[config.mk]
export PLATFORM = sky130hd
export DESIGN_NAME = signal_delay_line_flat
export DESIGN_NICKNAME = d
export VERILOG_FILES = /design/src/rtl/signal_delay_pkg.sv /design/src/rtl/signal_delay_if.sv /design/src/rtl/signal_delay_line_delay_stage.sv /design/src/rtl/signal_delay_line.sv /design/src/flat_wrapper.sv
export SDC_FILE = /design/constraint.sdc
export NUM_CORES = 1
export LEC_CHECK = 0
export CORE_MARGIN = 2
export CORE_UTILIZATION = 57
export CTS_CLUSTER_DIAMETER = 120
export DETAILED_ROUTE_END_ITERATION = 8
export PLACE_DENSITY = 0.83
export REMOVE_ABC_BUFFERS = 1
export SLEW_MARGIN = 20
export SYNTH_ARGS = -nofsm -noshare
export SYNTH_HDL_FRONTEND = slang
export SYNTH_SLANG_ARGS = --single-unit
[constraint.sdc]
create_clock -name clk -period 2.9 [get_ports clk]
set_input_delay 0.725 -clock clk [delete_from_list [all_inputs] [get_ports clk]]
set_output_delay 0.725 -clock clk [all_outputs]
set_load 0.05 [all_outputs]
[src/rtl/signal_delay_pkg.sv]
// Shared definitions for the signal_delay_line block.
// Optional bypass path is enabled with the SIGNAL_DELAY_BYPASS_EN macro.
package signal_delay_pkg;

    localparam int DEF_WIDTH = 8;
    localparam int DEF_DEPTH = 4;

    // Width of the occupancy counter: must represent 0..depth inclusive.
    function automatic int count_width(input int depth);
        return $clog2(depth + 1);
    endfunction

    // Stage record at the default width; stages carry {valid, data}.
    typedef struct packed {
        logic                 valid;
        logic [DEF_WIDTH-1:0] data;
    } stage_t;

endpackage

[src/rtl/signal_delay_if.sv]
// Bus bundle for signal_delay_line: input side, control, registered output side.
// The bypass signal exists only when SIGNAL_DELAY_BYPASS_EN is defined.
interface signal_delay_if
    import signal_delay_pkg::*;
#(
    parameter int WIDTH = DEF_WIDTH,
    parameter int DEPTH = DEF_DEPTH
);
    localparam int CW = count_width(DEPTH);

    logic [WIDTH-1:0] in0;
    logic             in_valid;
    logic             hold;
    logic             flush;
    logic [WIDTH-1:0] out;
    logic             out_valid;
    logic [CW-1:0]    count;
`ifdef SIGNAL_DELAY_BYPASS_EN
    logic             bypass;
`endif

    modport master (
        output in0, in_valid, hold, flush,
`ifdef SIGNAL_DELAY_BYPASS_EN
        output bypass,
`endif
        input  out, out_valid, count
    );

    modport slave (
        input  in0, in_valid, hold, flush,
`ifdef SIGNAL_DELAY_BYPASS_EN
        input  bypass,
`endif
        output out, out_valid, count
    );
endinterface

[src/rtl/signal_delay_line_delay_stage.sv]
// One {valid, data} register of the delay line with async reset, flush and hold.
module delay_stage #(
    parameter int WIDTH = 8
) (
    input  logic             clk,
    input  logic             rst,
    input  logic             hold,
    input  logic             flush,
    input  logic             d_valid,
    input  logic [WIDTH-1:0] d_data,
    output logic             q_valid,
    output logic [WIDTH-1:0] q_data
);
    typedef struct packed {
        logic             valid;
        logic [WIDTH-1:0] data;
    } rec_t;

    rec_t q;

    // Priority: reset > flush > hold > load from previous stage.
    always_ff @(posedge clk or posedge rst) begin
        if (rst)
            q <= '0;
        else if (flush)
            q <= '0;
        else if (!hold)
            q <= '{valid: d_valid, data: d_data};
    end

    assign q_valid = q.valid;
    assign q_data  = q.data;
endmodule

[src/rtl/signal_delay_line.sv]
// Fixed-latency registered delay line: DEPTH stages of {valid, data} plus an
// occupancy count. Optional combinational bypass via SIGNAL_DELAY_BYPASS_EN.
module signal_delay_line
    import signal_delay_pkg::*;
#(
    parameter int WIDTH = DEF_WIDTH,
    parameter int DEPTH = DEF_DEPTH
) (
    input logic           clk,
    input logic           rst,
    signal_delay_if.slave bus
);
    localparam int CW = count_width(DEPTH);

    // Index 0 is the input; index i+1 is the output of stage i.
    logic [DEPTH:0]            vld;
    logic [DEPTH:0][WIDTH-1:0] dat;
    logic [CW-1:0]             count;

    assign vld[0] = bus.in_valid;
    assign dat[0] = bus.in0;

    for (genvar i = 0; i < DEPTH; i++) begin : g_stage
        delay_stage #(.WIDTH(WIDTH)) u_stage (
            .clk     (clk),
            .rst     (rst),
            .hold    (bus.hold),
            .flush   (bus.flush),
            .d_valid (vld[i]),
            .d_data  (dat[i]),
            .q_valid (vld[i+1]),
            .q_data  (dat[i+1])
        );
    end

    // Occupancy: +1 on valid entry, -1 on valid exit (pre-edge final valid).
    always_ff @(posedge clk or posedge rst) begin
        if (rst)
            count <= '0;
        else if (bus.flush)
            count <= '0;
        else if (!bus.hold)
            count <= count + CW'(bus.in_valid) - CW'(vld[DEPTH]);
    end

    assign bus.count = count;

`ifdef SIGNAL_DELAY_BYPASS_EN
    // Bypass restores the plain wire; stages and count keep running underneath.
    assign bus.out       = bus.bypass ? bus.in0      : dat[DEPTH];
    assign bus.out_valid = bus.bypass ? bus.in_valid : vld[DEPTH];
`else
    assign bus.out       = dat[DEPTH];
    assign bus.out_valid = vld[DEPTH];
`endif
endmodule

[src/flat_wrapper.sv]
// flat-port wrapper written by rule: the top's interface ports become plain ports
module signal_delay_line_flat import signal_delay_pkg::*;
#(
    parameter int WIDTH = DEF_WIDTH,
    parameter int DEPTH = DEF_DEPTH
)
  (clk, rst, bus_in0, bus_in_valid, bus_hold, bus_flush, bus_out, bus_out_valid, bus_count);
  signal_delay_if #(.WIDTH(WIDTH), .DEPTH(DEPTH)) bus_i ();
  input logic clk;
  input logic rst;
  input wire logic [$bits(bus_i.in0)-1:0] bus_in0;
  input wire logic [$bits(bus_i.in_valid)-1:0] bus_in_valid;
  input wire logic [$bits(bus_i.hold)-1:0] bus_hold;
  input wire logic [$bits(bus_i.flush)-1:0] bus_flush;
  output wire logic [$bits(bus_i.out)-1:0] bus_out;
  output wire logic [$bits(bus_i.out_valid)-1:0] bus_out_valid;
  output wire logic [$bits(bus_i.count)-1:0] bus_count;
  assign bus_i.in0 = bus_in0;
  assign bus_i.in_valid = bus_in_valid;
  assign bus_i.hold = bus_hold;
  assign bus_i.flush = bus_flush;
  assign bus_out = bus_i.out;
  assign bus_out_valid = bus_i.out_valid;
  assign bus_count = bus_i.count;
  signal_delay_line #(.WIDTH(WIDTH), .DEPTH(DEPTH)) u_core (.clk(clk), .rst(rst), .bus(bus_i));
endmodule
### Word level (Yosys, flattened, before mapping)

Cells that the tools add are included.
W data, S select, Z words.

| storage, ports and cells | value |
|---|---|
| flip-flop bits (word level) | 39 |
| input bits | 13 |
| output and inout port bits | 12 |

| cells by class | value |
|---|---|
| add/sub/neg operators | 2 |
| equal/unequal tests | 1 |
| mux-type cells | 10 |

Operator list:

| operator | number |
|---|---|
| $mux W9 | 8 |
| $mux W3 | 2 |
| $add A3 B1 Y3 | 1 |
| $sub A3 B1 Y3 | 1 |
| $ne A2 B1 Y1 const B | 1 |

### Longest topological paths before layout

Gate-level depths: netlist of run 1.

| depth | value |
|---|---|
| word-level depth | 4 |
| mapped depth | 9 |
| mapped depth without buffers | 9 |

### Hierarchy

A second synthesis of run 1 with hierarchy kept.

| second synthesis, totals | value |
|---|---|
| cells, all modules | 139 |
| area, all modules | 1,657.8 um2 |

Modules (own cells, without submodules):

| module | times used | cells an instance | area an instance (um2) | sequential area each (um2) |
|---|---|---|---|---|
| delay_stage | 4 | 30 | 367.9 | 225.2 |
| signal_delay_line | 1 | 19 | 186.4 | 75.1 |

### Least setup slack after synthesis of run 1

OpenSTA, ideal clock, no wires.

| timing path | value |
|---|---|
| path kind | reg-to-reg |
| from | register u_core.count[0] (netlist: u_core.bus.count[0]) |
| to | register u_core.count[2] (netlist: u_core.bus.count[2]) |
| library setup time | 77 ps |
| arrival | 2,144 ps |
| path slack | 679 ps |
| cell stages (with the launch flop) | 10 |
| period minus slack after synthesis | 2,221 ps |
| cells stage by stage | dfrtp_1 -> inv_1 -> ha_1 -> inv_1 -> ha_1 -> inv_1 -> fa_1 -> xnor2_1 -> or3_1 -> a21oi_1 |

| on the way | value |
|---|---|
| word-level cells in the longest chain between the ends | 4 |

Ends and longest elaborated chain:

| element | line | source |
|---|---|---|
| start, declared | signal_delay_line.sv:18 | `logic [CW-1:0] count;` |
| start signal, assigned | signal_delay_line.sv:43 | `count <= count + CW'(bus.in_valid) - CW'(vld[DEPTH]);` |
| $add A3 B1 Y3 | signal_delay_line.sv:43 |  |
| $sub A3 B1 Y3 | signal_delay_line.sv:43 |  |
| $mux W3 | signal_delay_line.sv:42 | `else if (!bus.hold)` |
| $mux W3 | signal_delay_line.sv:40 | `else if (bus.flush)` |

Every way passes these cells. The select of a mux whose other input is x is not followed.
A chain may end at the register's enable or synchronous reset.

### Worst setup path in the final report of run 1

| timing path | value |
|---|---|
| from | register u_core.count[1] (netlist: u_core.bus.count[1]) |
| to | output bus_count[1] |

RTL lines:

| element | line | source |
|---|---|---|
| end, declared | flat_wrapper.sv:17 | `output wire logic [$bits(bus_i.count)-1:0] bus_count;` |

No word-level cell between the ends.

==> results of run 1 <==
metrics by stage:
step | area, um2 | cells | utilization [%] | setup WS, ps
2_1_floorplan | 1580 | 127 | - | 679
3_3_place_gp | 1880 | 185 | 67.6 | 499
3_5_place_dp | 1880 | 185 | 67.6 | 389
4_1_cts | 1970 | 193 | 70.7 | 536
5_1_grt | 1970 | 193 | 70.7 | 464
6_report | 1970 | 193 | 70.7 | 555
synth_stat cells (all sizes together):
master,n
or3,1
inv,4
ha,2
mux2i,37
clkbuf,2
fa,1
dfrtp,39
a21oi,2
o21ai,1
nor2,39
xnor2,1
buf,15
metal layers:
metal / share of wire, % / wire length [um] / up-vias / track usage, %
met5: 0 / 0 / - / 0
met4: 2.0 / 49 / 0 / 9.97
met3: 3.8 / 93 / 4 / 4.62
met2: 49 / 1210 / 20 / 28.6
met1: 45 / 1110 / 480 / 22.0
li1: - / - / 492 / -
logic make-up (layout without fill, tap and decap cells):
family	count (synthesis)	count (layout)	share of synthesized area, %
AND/OR/NAND/NOR	40	40	9.00
flip-flops	39	39	57.6
multiplexers	37	37	21.8
buffers and inverters	21	39	7.53
adder cells (fa/ha/maj)	3	3	2.66
AO/OA/AOI/OAI	3	3	0.885
XOR/XNOR	1	1	0.517
final timing paths:
| path | endpoint | slack [ps] | cells after the start |
|---|---|---|---|
| max | bus_count[1] | 560 | 1 |
| min | u_core.g_stage[3].u_stage.q_data[2] | 530 | 2 |
| max reg2reg | u_core.bus.count[2] | 890 | 9 |
| min reg2reg | u_core.g_stage[3].u_stage.q_data[2] | 530 | 2 |
| max in group asynchronous | u_core.g_stage[0].u_stage.q_data[0] | 1480 | 3 |
| min in group asynchronous | u_core.g_stage[3].u_stage.q_data[3] | 710 | 2 |
flip-flops by register name, indices dropped and copies added, names as in the netlist:
register / count
u_core.g_stage.u_stage.q_data: 32
u_core.g_stage.u_stage.q_valid: 4
u_core.bus.count: 3
layout make-up:
cell class / count / area (um2) / area share, %
Timing Repair Buffer: 27 / 258 / 13.1
Clock buffer: 6 / 51.3 / 2.61
Sequential cell: 39 / 976 / 49.6
Tap cell: 31 / 38.8 / 1.97
Multi-Input combinational cell: 84 / 592 / 30.1
Clock inverter: 2 / 35.0 / 1.78
Inverter: 4 / 15.0 / 0.764
where the power goes:
group / leakage, nW / total (mW) / internal (mW) / switching, mW
combinational: 0.426 / 0.108 / 0.0473 / 0.0609
clock: 0.0482 / 0.370 / 0.204 / 0.166
sequential: 0.535 / 0.570 / 0.560 / 0.00960
==> impl_metrics.json, run 1 <==
{
  "r2r_start": "u_core.bus.count[0]",
  "finalPower_mw": 1.05,
  "netlist_area_mm2": 0.00170,
  "clkSlewWorstSetupHoldPaths_ps": 110,
  "p_per_area_mw_per_mm2": 533,
  "fin_nets": 177,
  "layout_common_cells": "39 x nor2_1, 39 x dfrtp_1, 37 x mux2i_1, 23 x clkdlybuf4s50_1, 5 x clkbuf_4",
  "setup_viol": 0,
  "worstMarginPinSlew_ps": 508,
  "crit_path_top_delay_cell": "clkdlybuf4s50_1",
  "layout_min_cycle_time_ps": 2340,
  "post-cts-setup-buffers": 0,
  "peakVddDrop_mv": 0.582,
  "finalWirelength_mm": 2.46,
  "cts_buffer_depth": 2,
  "fin_tns_setup_ps": 0,
  "yosysUniqueCellTypes": 13,
  "fillers": 210,
  "antenna_found_initial": 0,
  "ios": 25,
  "grt_pass1_wl_mm": 4.47,
  "die_w_um": 58.5,
  "grt.total_usage_pct": 17.8,
  "drt_iter0_drc": 40,
  "crit_start": "u_core.bus.count[1]",
  "cts_made_buffers": 5,
  "status": "completed",
  "gp_congestion": 0.677,
  "core-area_mm2": 0.00278,
  "hp-start": "u_core.g_stage[2].u_stage.q_data[2]",
  "clkSinkCount": 39,
  "die_height_um": 58.5,
  "finalMaxSlewViolations": 0,
  "rsz0062_at_grt": "no",
  "drc": 0,
  "synth_area_per_cell_um2": 11.8,
  "vias": 996,
  "wl_per_cell_um": 12.8,
  "drtAntennaViolNets": 0,
  "cp.arrival_ps": 1620,
  "synth_seq_cells": 39,
  "area_growth_pct": 15.9,
  "portBuffers": 24,
  "crit_path_cell_trace": "clkdlybuf4s50_1",
  "synth-warning-count": 0,
  "h-tree-depth": 2,
  "fmax_mhz": 426,
  "synth_top_area_share_pct": 57.6,
  "critPathBufInv": 1,
  "fin_skew_ps": 6.57,
  "n_antenna_cell": 0,
  "leakagePower_nw": 1.01,
  "worst-setup-path-type": "reg2out",
  "worstPathRequired_ps": 2170,
  "hold_class": "reg2reg",
  "synth_top_area_cell": "dfrtp_1",
  "period_share_pct": 80.9,
  "dieArea_mm2": 0.00343,
  "hold_viol": 0,
  "fin_hold_ws_ps": 527,
  "layout-drive-gt1-share_pct": 7.41,
  "cp_max_fo": 4,
  "drt_first_pass_iters": 4,
  "grt_overflow_total": 0,
  "hold_buffers": 0,
  "max_stage_delay_ps": 830,
  "drv_cap": 0,
  "cts_tree": "built",
  "clk_latency_ps": 340,
  "grt_max_degree": 40,
  "root_buffer": "clkbuf_4",
  "slew_headroom_pct": 66.1,
  "cp_top_family": "buffers and inverters",
  "synthTopCellsByArea": "dfrtp_1 58%, mux2i_1 22%, nor2_1 8.6%",
  "dpl.hpwl_mm": 1.68,
  "synth_cells": 144,
  "cts_resized": 0,
  "grt_pass1_vias": 1033,
  "cp-start-kind": "register",
  "num_rows": 19,
  "yosysSeqAreaShare_pct": 57.6,
  "via_per_inst": 5.16,
  "end_kind": "primary output",
  "start_util_pct": 61.0
}
No activity file was read; power rests on OpenSTA's default activity.
==> run 2, diff against run 1 <==
--- a/config.mk
+++ b/config.mk
@@ -6,10 +6,10 @@
 export NUM_CORES = 1
 export LEC_CHECK = 0
 export CORE_MARGIN = 2
-export CORE_UTILIZATION = 57
+export CORE_UTILIZATION = 53
 export CTS_CLUSTER_DIAMETER = 120
 export DETAILED_ROUTE_END_ITERATION = 8
-export PLACE_DENSITY = 0.83
+export PLACE_DENSITY = 0.78
 export REMOVE_ABC_BUFFERS = 1
 export SLEW_MARGIN = 20
 export SYNTH_ARGS = -nofsm -noshare
==> constraint.sdc (replaced) <==
create_clock -name clk -period 2.2 [get_ports clk]
set_input_delay 0.55 -clock clk [delete_from_list [all_inputs] [get_ports clk]]
set_output_delay 0.55 -clock clk [all_outputs]
set_load 0.05 [all_outputs]
==> run 2 against run 1 <==
  * Flip-flop and latch count stayed put
  * First-iteration DRC count is 23% lower
  * Global-route usage is 1.8 points lower
  * Sequential power is 32% higher
  * Sequential share of layout area is 0.62 points lower
  * Clock power is 8.6% higher
  * Critical path depth stayed put
  * Utilization is 5.5 points lower
  * Largest cell class unchanged
  * Largest power group unchanged
==> impl_metrics.json, run 2 (synthesis results as in run 1) <==
{
  "dieArea_mm2": 0.00367,
  "r2r_setup_slack_ps": 240,
  "setup_viol": 0,
  "grt_pass1_vias": 964,
  "cts_made_buffers": 5,
  "cp_top_family": "buffers and inverters",
  "peakVddDrop_mv": 0.356,
  "power_switching_uw": 307,
  "layout_min_cycle_time_ps": 2100,
  "portBuffers": 24,
  "start_util_pct": 55.5,
  "die_w_um": 60.6,
  "seq_power_share_pct": 57.8,
  "fin_area_mm2": 0.00199,
  "max_stage_delay_ps": 820,
  "clkSinkCount": 39,
  "r2r_cells": 9,
  "crit_path_top_delay_cell": "clkdlybuf4s50_1",
  "finalMaxSlewViolations": 0,
  "dpl_worst_slack_ps": -74.4,
  "period_share_pct": 95.3,
  "rsz0062_at_grt": "no",
  "fin_cells": 208,
  "worstPathRequired_ps": 1650,
  "drt_iter0_drc": 31,
  "ios": 25,
  "placed_area_mm2": 0.00192,
  "worstMarginPinSlew_ps": 521,
  "finalWirelength_mm": 2.45,
  "clkPwrFrac_pct": 30.9,
  "grt_max_degree": 40,
  "grt.total_usage_pct": 16.0,
  "layout-drive-gt1-share_pct": 7.93,
  "r2r_start": "u_core.bus.count[0]",
  "setup_ws_ps": 103,
  "via_per_inst": 4.85,
  "dp.cells": 200,
  "cp_max_fo": 3,
  "area_growth_pct": 17.4,
  "power_frac_comb_pct": 11.3,
  "hold_class": "in2async",
  "wl_per_cell_um": 11.8,
  "die_height_um": 60.6,
  "p_int_uw": 992,
  "grt_pass1_wl_mm": 4.22,
  "n_antenna_cell": 0,
  "dpl.hpwl_mm": 1.73,
  "clk_latency_ps": 340,
  "drtAntennaViolNets": 0,
  "largest_register_ffs": 32,
  "fin_nets": 179,
  "rr_endpoint": "u_core.bus.count[2]",
  "cp-start-kind": "register",
  "swShare_pct": 23.6,
  "h-tree-depth": 2,
  "grt_overflow_total": 0,
  "leakagePower_nw": 1.02,
  "end_kind": "primary output",
  "slew_headroom_pct": 65.2,
  "root_buffer": "clkbuf_4",
  "worst-setup-path-type": "reg2out",
  "hold_viol": 0,
  "core-area_mm2": 0.00305,
  "status": "completed",
  "antenna_found_initial": 0,
  "drc": 0,
  "layout_common_cells": "39 x nor2_1, 39 x dfrtp_1, 37 x mux2i_1, 22 x clkdlybuf4s50_1, 5 x clkbuf_4",
  "post-cts-setup-buffers": 0,
  "fin_hold_ws_ps": 512,
  "crit_path_cell_trace": "clkdlybuf4s50_1",
  "hold_buffers": 0,
  "num_rows": 20,
  "drt_first_pass_iters": 4,
  "clkSlewWorstSetupHoldPaths_ps": 110,
  "gp_congestion": 0.727,
  "cts_buffer_depth": 2,
  "fmax_mhz": 477,
  "vias": 1009,
  "fin_skew_ps": 6.27,
  "critPathBufInv": 1,
  "drv_cap": 0,
  "cts_tree": "built",
  "cp.arrival_ps": 1550,
  "finalPower_mw": 1.30,
  "p_per_area_mw_per_mm2": 653
}
run 2: cell count changes in the layout (fill, tap and decap cells not counted), sizes merged:
| cell | before | now |
|---|---|---|
| buf | 4 | 6 |
| bufinv | 1 | 0 |
| clkbuf | 6 | 8 |
| clkdlybuf4s50 | 23 | 22 |
| clkinv | 1 | 0 |
| dlygate4sd2 | 0 | 1 |
run 2: how the worst max path moves through the flow:
stage | end | from | slack, ps | cells after the start
2_1_floorplan | u_core.bus.count[2] | u_core.bus.count[0] | -20 | 9
3_3_place_gp | u_core.bus.count[2] | bus_in_valid | -30 | 7
3_5_place_dp | u_core.bus.count[2] | bus_in_valid | -70 | 7
4_1_cts | bus_out_valid | u_core.g_stage[3].u_stage.q_valid | 70 | 1
5_1_grt | bus_out_valid | u_core.g_stage[3].u_stage.q_valid | 30 | 1
6_report | bus_out_valid | u_core.g_stage[3].u_stage.q_valid | 100 | 1
run 2: cell type report:
type                            count  area (um2)
Fill cell                         258        1060
Sequential cell                    39         976
Multi-Input combinational cell     84         592
Timing Repair Buffer               29         284
Clock buffer                        8        68.8
Tap cell                           44        55.1
Inverter                            4        15.0
run 2: layer usage:
layer | up-vias | track usage (%) | wire length, um
met2 | 21 | 25.2 | 1140
met3 | 8 | 5.97 | 140
met5 | - | 0 | 0
met1 | 482 | 19.2 | 1100
li1 | 498 | - | -
met4 | 0 | 8.39 | 63
run 2: metrics by stage:
stage / utilization [%] / setup TNS, ps
after floorplan: - / -21.4
after global placement: 63.0 / -29.4
after detailed placement: 63.0 / -74.4
after CTS: 65.2 / 0
after global routing: 65.2 / 0
final: 65.2 / 0
run 2: power groups by stage:
stage | registers (mW) | logic, mW | clock network [mW]
floorplan | 0.778 | 0.0585 | 0
global placement | 0.763 | 0.145 | 0
detailed placement | 0.765 | 0.150 | 0
CTS | 0.751 | 0.149 | 0.425
global route | 0.754 | 0.161 | 0.446
finish | 0.751 | 0.146 | 0.402
run 2: repair_timing:
action / in CTS / in global routing
endpoints found under the setup margin: 1 / 0
hold endpoints to repair: 0 / 0
resized for setup: 1 / 0
==> run 3, diff against run 2 <==
--- a/config.mk
+++ b/config.mk
@@ -15,3 +15,4 @@
 export SYNTH_ARGS = -nofsm -noshare
 export SYNTH_HDL_FRONTEND = slang
 export SYNTH_SLANG_ARGS = --single-unit
+export TNS_END_PERCENT = 100
==> results of run 3 <==
The final DEF is identical to that of run 2; final timing and power are the same.
